File: config.mk
export PLATFORM = sky130hd
export DESIGN_NAME = imem_loader
export DESIGN_NICKNAME = d
export VERILOG_FILES = /design/src/rtl/imem_loader_pkg.sv /design/src/rtl/imem_loader.sv
export SDC_FILE = /design/constraint.sdc
export NUM_CORES = 1
export LEC_CHECK = 0
export BUFFER_PORTS_ARGS = -buffer_cell sky130_fd_sc_hd__buf_2
export CORE_ASPECT_RATIO = 2
export CORE_UTILIZATION = 45
export DETAILED_ROUTE_END_ITERATION = 10
export PLACE_DENSITY = 0.67
export REMOVE_ABC_BUFFERS = 1
export SLEW_MARGIN = 20
export SYNTH_ARGS = -nofsm -noshare
export SYNTH_HDL_FRONTEND = slang
export SYNTH_SLANG_ARGS = --single-unit
File: constraint.sdc
create_clock -name i_clk -period 2.1 [get_ports i_clk]
set_input_delay 0.315 -clock i_clk [delete_from_list [all_inputs] [get_ports i_clk]]
set_output_delay 0.315 -clock i_clk [all_outputs]
set_load 0.02 [all_outputs]
File: src/rtl/imem_loader_pkg.sv
// imem_loader_pkg
// Shared types and defaults for the boot-time instruction memory loader.
//   loader_state_t  : loader FSM states
//   BYTES_PER_WORD  : stream bytes per instruction word (high byte first)
//   DEF_ADDR_WIDTH  : default imem word-address width
//   DEF_DATA_WIDTH  : default instruction width
package imem_loader_pkg;

    localparam int BYTES_PER_WORD = 2;
    localparam int DEF_ADDR_WIDTH = 5;
    localparam int DEF_DATA_WIDTH = 8 * BYTES_PER_WORD;

    typedef enum logic [2:0] {
        ST_IDLE  = 3'd0,
        ST_LEN   = 3'd1,
        ST_HI    = 3'd2,
        ST_LO    = 3'd3,
        ST_WRITE = 3'd4,
        ST_CHK   = 3'd5,
        ST_DONE  = 3'd6,
        ST_ERR   = 3'd7
    } loader_state_t;

endpackage

File: src/rtl/imem_loader.sv
// imem_loader
// Fills the instruction memory from a byte stream before the CPU runs.
// Stream format: length byte (1..WORD_COUNT), 2 bytes per word (high first),
// then an XOR checksum over every preceding byte of the load.
// The CPU is held until a load completes with a matching checksum.
//
// Ports:
//   i_clk        : clock, rising edge
//   i_reset      : asynchronous active-high reset
//   i_start      : one-cycle pulse, starts a load from IDLE/DONE/ERR
//   i_byte_valid : stream byte valid
//   i_byte_data  : stream byte
//   o_byte_ready : loader accepts a byte this cycle
//   o_mem_we     : imem write enable (one cycle per word)
//   o_mem_addr   : imem write word address
//   o_mem_wdata  : imem write data
//   o_cpu_hold   : stall the core (low only in DONE)
//   o_done       : load finished with good checksum
//   o_error      : load aborted (bad length or checksum)
//
// All outputs decode registered state only; no input reaches an output
// combinationally.
module imem_loader
    import imem_loader_pkg::*;
#(
    parameter int ADDR_WIDTH = DEF_ADDR_WIDTH,
    parameter int DATA_WIDTH = DEF_DATA_WIDTH,
    parameter int WORD_COUNT = 2 ** ADDR_WIDTH
) (
    input  logic                  i_clk,
    input  logic                  i_reset,
    input  logic                  i_start,
    input  logic                  i_byte_valid,
    input  logic [7:0]            i_byte_data,
    output logic                  o_byte_ready,
    output logic                  o_mem_we,
    output logic [ADDR_WIDTH-1:0] o_mem_addr,
    output logic [DATA_WIDTH-1:0] o_mem_wdata,
    output logic                  o_cpu_hold,
    output logic                  o_done,
    output logic                  o_error
);

    loader_state_t         r_state;
    loader_state_t         w_next;
    logic [ADDR_WIDTH-1:0] r_idx;
    logic [ADDR_WIDTH-1:0] r_last;   // len-1, the final word address
    logic [7:0]            r_acc;
    logic [7:0]            r_hi;
    logic [7:0]            r_lo;

    logic w_xfer;
    logic w_len_bad;
    logic w_restart;

    assign o_byte_ready = (r_state == ST_LEN) || (r_state == ST_HI) ||
                          (r_state == ST_LO)  || (r_state == ST_CHK);
    assign w_xfer       = i_byte_valid && o_byte_ready;
    assign w_len_bad    = (i_byte_data == 8'd0) ||
                          ({24'd0, i_byte_data} > 32'(WORD_COUNT));
    assign w_restart    = i_start && ((r_state == ST_IDLE) ||
                          (r_state == ST_DONE) || (r_state == ST_ERR));

    // state register
    always_ff @(posedge i_clk or posedge i_reset) begin
        if (i_reset) r_state <= ST_IDLE;
        else         r_state <= w_next;
    end

    // next-state logic
    always_comb begin
        w_next = r_state;
        case (r_state)
            ST_IDLE, ST_DONE, ST_ERR: if (i_start) w_next = ST_LEN;
            ST_LEN:   if (w_xfer) w_next = w_len_bad ? ST_ERR : ST_HI;
            ST_HI:    if (w_xfer) w_next = ST_LO;
            ST_LO:    if (w_xfer) w_next = ST_WRITE;
            ST_WRITE: w_next = (r_idx == r_last) ? ST_CHK : ST_HI;
            ST_CHK:   if (w_xfer) w_next = (i_byte_data == r_acc) ? ST_DONE : ST_ERR;
            default:  w_next = ST_IDLE;
        endcase
    end

    // datapath: word index, checksum accumulator, byte assembly
    always_ff @(posedge i_clk or posedge i_reset) begin
        if (i_reset) begin
            r_idx  <= '0;
            r_last <= '0;
            r_acc  <= '0;
            r_hi   <= '0;
            r_lo   <= '0;
        end else begin
            if (w_restart) begin
                r_idx <= '0;
                r_acc <= '0;
            end
            if (w_xfer) begin
                case (r_state)
                    ST_LEN: begin
                        // only meaningful when the length is in range
                        r_last <= ADDR_WIDTH'(i_byte_data - 8'd1);
                        r_acc  <= i_byte_data;
                    end
                    ST_HI: begin
                        r_hi  <= i_byte_data;
                        r_acc <= r_acc ^ i_byte_data;
                    end
                    ST_LO: begin
                        r_lo  <= i_byte_data;
                        r_acc <= r_acc ^ i_byte_data;
                    end
                    default: ;
                endcase
            end
            // index stops at len-1 so it never wraps
            if ((r_state == ST_WRITE) && (r_idx != r_last))
                r_idx <= r_idx + ADDR_WIDTH'(1);
        end
    end

    assign o_mem_we    = (r_state == ST_WRITE);
    assign o_mem_addr  = r_idx;
    assign o_mem_wdata = DATA_WIDTH'({r_hi, r_lo});
    assign o_cpu_hold  = (r_state != ST_DONE);
    assign o_done      = (r_state == ST_DONE);
    assign o_error     = (r_state == ST_ERR);

endmodule
# [Word-level counts from Yosys, hierarchy flattened]
# Index checks and enable logic that the tools add are counted.
[word_totals] reg_bits=37 in_bits=12 out_inout_bits=26
[classes] n_bitwise=1 order_cmp=1 n_addsub=2 n_reduce_logical=18 n_mux=14 n_eq_ne=16
[op_table] cell="3-bit two-way mux" n=7
[op_table] cell="3-bit one-hot mux with 6 select lines" n=1
[op_table] cell="8-bit two-way mux" n=2
[op_table] cell="8-bit one-hot mux with 2 select lines" n=1
[op_table] cell="3-bit == test (second input constant)" n=4
[op_table] cell="5-bit two-way mux" n=2
[op_table] cell="2-bit inequality test (second input constant)" n=5
[op_table] cell="8-bit == test" n=1
[op_table] cell="8-bit by 6-bit > comparator with 1-bit output (second input constant)" n=1
[op_table] cell="8-bit logical NOT" n=1
[op_table] cell="8-bit bitwise XOR" n=1
[op_table] cell="3-bit by 2-bit == test with 1-bit output (second input constant)" n=2
[op_table] cell="1-bit logical OR" n=6
[op_table] cell="2-bit AND reduction" n=3
[op_table] cell="5-bit by 1-bit adder with 5-bit output (second input constant)" n=1
[op_table] cell="5-bit == test" n=1
[op_table] cell="5-bit inequality test" n=1
[op_table] cell="5-bit AND reduction" n=1
[op_table] cell="5-bit by 1-bit subtractor with 5-bit output (second input constant)" n=1
[op_table] cell="3-bit by 1-bit == test with 1-bit output (second input constant)" n=1
[op_table] cell="1-bit logical AND" n=3
[op_table] cell="3-bit logical NOT" n=1
[op_table] cell="3-bit inequality test (second input constant)" n=1
[op_table] cell="3-bit OR reduction" n=1
[op_table] cell="other kinds (3)" n=3

# [Logic depth before layout (Yosys ltp)]
[depth] ltp_word=7 ltp_mapped=7 depth_no_buf=7

# [Least setup slack after synthesis]
# Ideal clock, no wire load.
[synth_timing] kind="register to register" startpoint="register r_idx[2], in the netlist o_mem_addr[2]" endpoint="register r_idx[4], in the netlist o_mem_addr[4]" synth_period_minus_slack_ps=1568 setup_slack_ps=532 setup_time_ps=80 stages_incl_launch_ff=7 t_arrival_ps=1488 required_time_ps=2020 path_cell_list="dfrtp_1 xnor2_1 nand2_1 o41ai_4 buf_6 nand3_2 o211ai_2"
[synth_between] elab_chain_len=3 word_cells_on_any_way=5
[synth_lines] element="from (decl)" line_no="imem_loader.sv:46" rtl="logic [ADDR_WIDTH-1:0] r_idx;"
[synth_lines] element="from (signal assigned)" line_no="imem_loader.sv:117" rtl="r_idx <= r_idx + ADDR_WIDTH'(1);"
[synth_lines] element="parallel branches: the longest is 3 deep, another holds 5-bit by 1-bit adder with 5-bit output"
# Parallel ways; which one is timed is not known.
# A chain may end at the register's enable or synchronous reset.

# [Final worst setup path]
[layout_timing] startpoint="register r_state[1]" endpoint="output o_done"
[layout_between] elab_chain_len=1
[layout_lines] element="from (decl)" line_no="imem_loader.sv:44" rtl="loader_state_t r_state;"
[layout_lines] element="from (signal assigned)" line_no="imem_loader.sv:67" rtl="else r_state <= w_next;"
[layout_lines] element="3-bit == test" line_no="imem_loader.sv:125" rtl="assign o_done = (r_state == ST_DONE);"
[layout_lines] element="to (decl)" line_no="imem_loader.sv:40" rtl="output logic o_done,"
# No other way between the ends.

==> results.sh <==
export IMPL_synth_edff_count=0
export IMPL_fillerInstances=417
export IMPL_finalNetCount=254
export IMPL_globalplace_congestion=0.853
export IMPL_post_synthesis_average_cell_area_um2=10.5
export IMPL_timing_slew_headroom=0.674
export IMPL_synth_seq_area_share=0.445
export IMPL_run_status="complete, no violations"
export IMPL_critical_path_required_ns=1.78
export IMPL_power_leakage_uw=0.00108
export IMPL_hold_buffers=0
export IMPL_seq_area_um2=926
export IMPL_startpoint="r_state[1]"
export IMPL_number_of_antenna_violations_at_the_first_check_in_global_routing=0
export IMPL_drt_first_iter_violations=13
export IMPL_yosys_area_top_type_share=0.445
export IMPL_cts_root_buffer_cell="sky130_fd_sc_hd__clkbuf_8"
export IMPL_insertedDiodeCount=0
export IMPL_total_drc_errors_in_the_routed_layout=0
export IMPL_port_buffer_count=37
export IMPL_layout_min_cycle_time_ns=1.82
export IMPL_setup_tns_ns=0
export IMPL_tritoncts="yes"
export IMPL_synthArstFlopShare=1.00
export IMPL_cts_buffers=5
export IMPL_cp_data_arrival_time_ns=1.51
export IMPL_htree_levels=2
export IMPL_fin_cells=295
export IMPL_cp_launch_type="flip-flop"
export IMPL_max_transition_viols_final=0
export IMPL_fin_skew_ns=0.00618
export IMPL_cts_repair_timing_setup_buffer_count=0
export IMPL_drt_pass1_iter_count=4
export IMPL_multiInputGateArea_um2=1070
export IMPL_grt_first_pass_wirelength_mm=7.38
export IMPL_route_detailed_wl_per_inst_um=15.2
export IMPL_syn_instance_count=198
export IMPL_first_global_vias=1532
export IMPL_endpoint_kind="output port"
export IMPL_routed_via_density=5.39
export IMPL_grt_start_max_net_pins=38
export IMPL_drtAntennaViolNets=0
export IMPL_die_w_um=50.1
export IMPL_yosys_register_bits=37
export IMPL_post_place_ws_ns=0.348
export IMPL_max_clock_path_buffers=2
export IMPL_critical_path_class="reg -> out"
export IMPL_postRouteWirelength_mm=4.49
export IMPL_min_period_over_period=0.868
export IMPL_fmax_ghz=0.549
export IMPL_detailed_place_area_um2=2330
export IMPL_synth_cell_types=44
export IMPL_synth_top_cells_by_area="sky130_fd_sc_hd__dfrtp_1, sky130_fd_sc_hd__xnor2_1, sky130_fd_sc_hd__mux2_2, sky130_fd_sc_hd__o21ai_0, sky130_fd_sc_hd__o2bb2ai_1"
export IMPL_min_path_type="in -> async"
export IMPL_ios=38
export IMPL_initial_standard_cell_utilization_of_the_core=0.475
export IMPL_synthesis_yosys_warnings=0
export IMPL_cell_taking_the_most_area_after_synthesis="sky130_fd_sc_hd__dfrtp_1"
export IMPL_max_cap_violations=0
export IMPL_placeableCoreArea_um2=4380
export IMPL_mappedNetlistArea_um2=2080
export IMPL_dieHeight_um=98.2
export IMPL_rows=34
export IMPL_die_area_um2=4920
export IMPL_dominantRegCellSynth="sky130_fd_sc_hd__dfrtp_1"
export IMPL_ff2ff_setup_slack_ns=0.35
export IMPL_clock_insertion_delay_worst_skew_ns=0.29
export IMPL_irDropWorstVdd_uv=898
export IMPL_overflow=0
export IMPL_design_area_um2=2410
export IMPL_setup_viol_count_final=0
export IMPL_cts_sinks=37
export IMPL_cts_resized_gates=0
export IMPL_synthToLayoutAreaGrowth_pct=16.0
export IMPL_grt_setup_unrepaired="no"
export IMPL_critical_path_peak_fanout=12
export IMPL_num_vias=1591
export IMPL_layout_setup_ws_ns=0.277
export IMPL_dp_cells=287
export IMPL_number_of_endpoints_with_negative_hold_slack_in_the_final_report=0
export IMPL_worst_pin_slew_ns=0.488
export IMPL_regToRegStartpoint="r_state[1]"
export IMPL_drive_gt1_frac=0.315
export IMPL_p_per_area_nw_per_um2=1450
export IMPL_hpwlAfterDp_mm=3.45
export IMPL_path_clk_slew_ns=0.08
export IMPL_grt_usage=0.200
-- Yosys cell counts, types with 2 or more instances --
library cell                number
sky130_fd_sc_hd__buf_6           2
sky130_fd_sc_hd__xnor2_1        12
sky130_fd_sc_hd__a21oi_1         5
sky130_fd_sc_hd__dfrtp_1        37
sky130_fd_sc_hd__a22oi_1         7
sky130_fd_sc_hd__o21ai_0        18
sky130_fd_sc_hd__inv_1           6
sky130_fd_sc_hd__buf_2           5
sky130_fd_sc_hd__nor4_1          2
sky130_fd_sc_hd__nor3_1          2
sky130_fd_sc_hd__xor2_1          5
sky130_fd_sc_hd__ha_1            2
sky130_fd_sc_hd__mux2_2          9
sky130_fd_sc_hd__nand2b_1        3
sky130_fd_sc_hd__nand2_1        16
sky130_fd_sc_hd__o21ai_1         2
sky130_fd_sc_hd__o2bb2ai_1       8
sky130_fd_sc_hd__nor2b_1         8
sky130_fd_sc_hd__or3_1           2
sky130_fd_sc_hd__mux2_1          6
sky130_fd_sc_hd__a21oi_2         3
sky130_fd_sc_hd__nand3_1         7
sky130_fd_sc_hd__nor2_1         10
-- report_power, final --
part / switching (uW) / total (uW) / internal [uW]
clock: 259 / 488 / 229
combinational: 1060 / 1760 / 708
sequential: 245 / 1260 / 1010
-- layout make-up --
| type | instances | area share |
|---|---|---|
| Multi-Input combinational cell | 146 | 0.445 |
| Sequential cell | 37 | 0.384 |
| Timing Repair Buffer | 44 | 0.0985 |
| Clock buffer | 5 | 0.0285 |
| Tap cell | 54 | 0.0280 |
| Inverter | 6 | 0.00933 |
| Clock inverter | 3 | 0.00726 |
-- critical path, cell delays in order (launching register included) --
cell and delay [ns]:
sky130_fd_sc_hd__dfrtp_1 0.56, sky130_fd_sc_hd__nand2_1 0.16, sky130_fd_sc_hd__or2_2 0.30, sky130_fd_sc_hd__inv_1 0.05, sky130_fd_sc_hd__buf_2 0.15
-- sequential cells by signal, indices dropped and copies added, names as in the netlist --
name,cells
r_acc,8
r_hi,8
r_lo,8
o_mem_addr,5
r_last,5
r_state,3
-- logic make-up after synthesis --
group / synth area share
AOI/OAI and AO/OA: 0.185
xor gates and xnor gates: 0.0716
adders and majority gates: 0.0120
buffers and inverters: 0.0391
DFF: 0.445
muxes: 0.0812
and+or+nand+nor: 0.167
-- cell usage in the layout, fill, tap and decap left out, drive strengths merged, types with 3 or more instances in the layout --
master   synthesis  routed
buf              8      44
dfrtp           37      37
o21ai           21      21
nand2           16      16
mux2            15      15
xnor2           12      12
nor2            10      10
nand3            9       9
nor2b            8       8
o2bb2ai          8       8
a21oi            8       8
a22oi            7       7
inv              6       6
xor2             5       5
clkbuf           1       5
nand2b           3       3
-- per-stage QoR --
step / power, uW / utilization / hold WS, ns
global placement: 3010 / 0.531 / 0.445
detailed placement: 3060 / 0.531 / 0.450
floorplan: 2480 / - / 0.402
CTS: 3550 / 0.551 / 0.132
finish: 3510 / 0.551 / 0.118
global route: 3750 / 0.551 / 0.175
-- per-layer routing --
| metal | global-route usage | up-vias | wire, um |
|---|---|---|---|
| li1 | - | 788 | - |
| met1 | 0.210 | 775 | 1680 |
| met2 | 0.374 | 21 | 2640 |
| met3 | 0.0296 | 7 | 101 |
| met4 | 0.0835 | 0 | 76 |
| met5 | 0 | - | 0 |
-- path summary, 6_finish.rpt --
kind / to / cells after the start
max in group asynchronous: r_acc[3] / 3
setup reg to reg: r_hi[4] / 3
setup / recovery: o_done / 4
min in group i_clk: r_state[2] / 2
hold reg to reg: r_lo[3] / 1
hold / removal: r_lo[4] / 3
No activity file was read; power rests on OpenSTA's default activity.
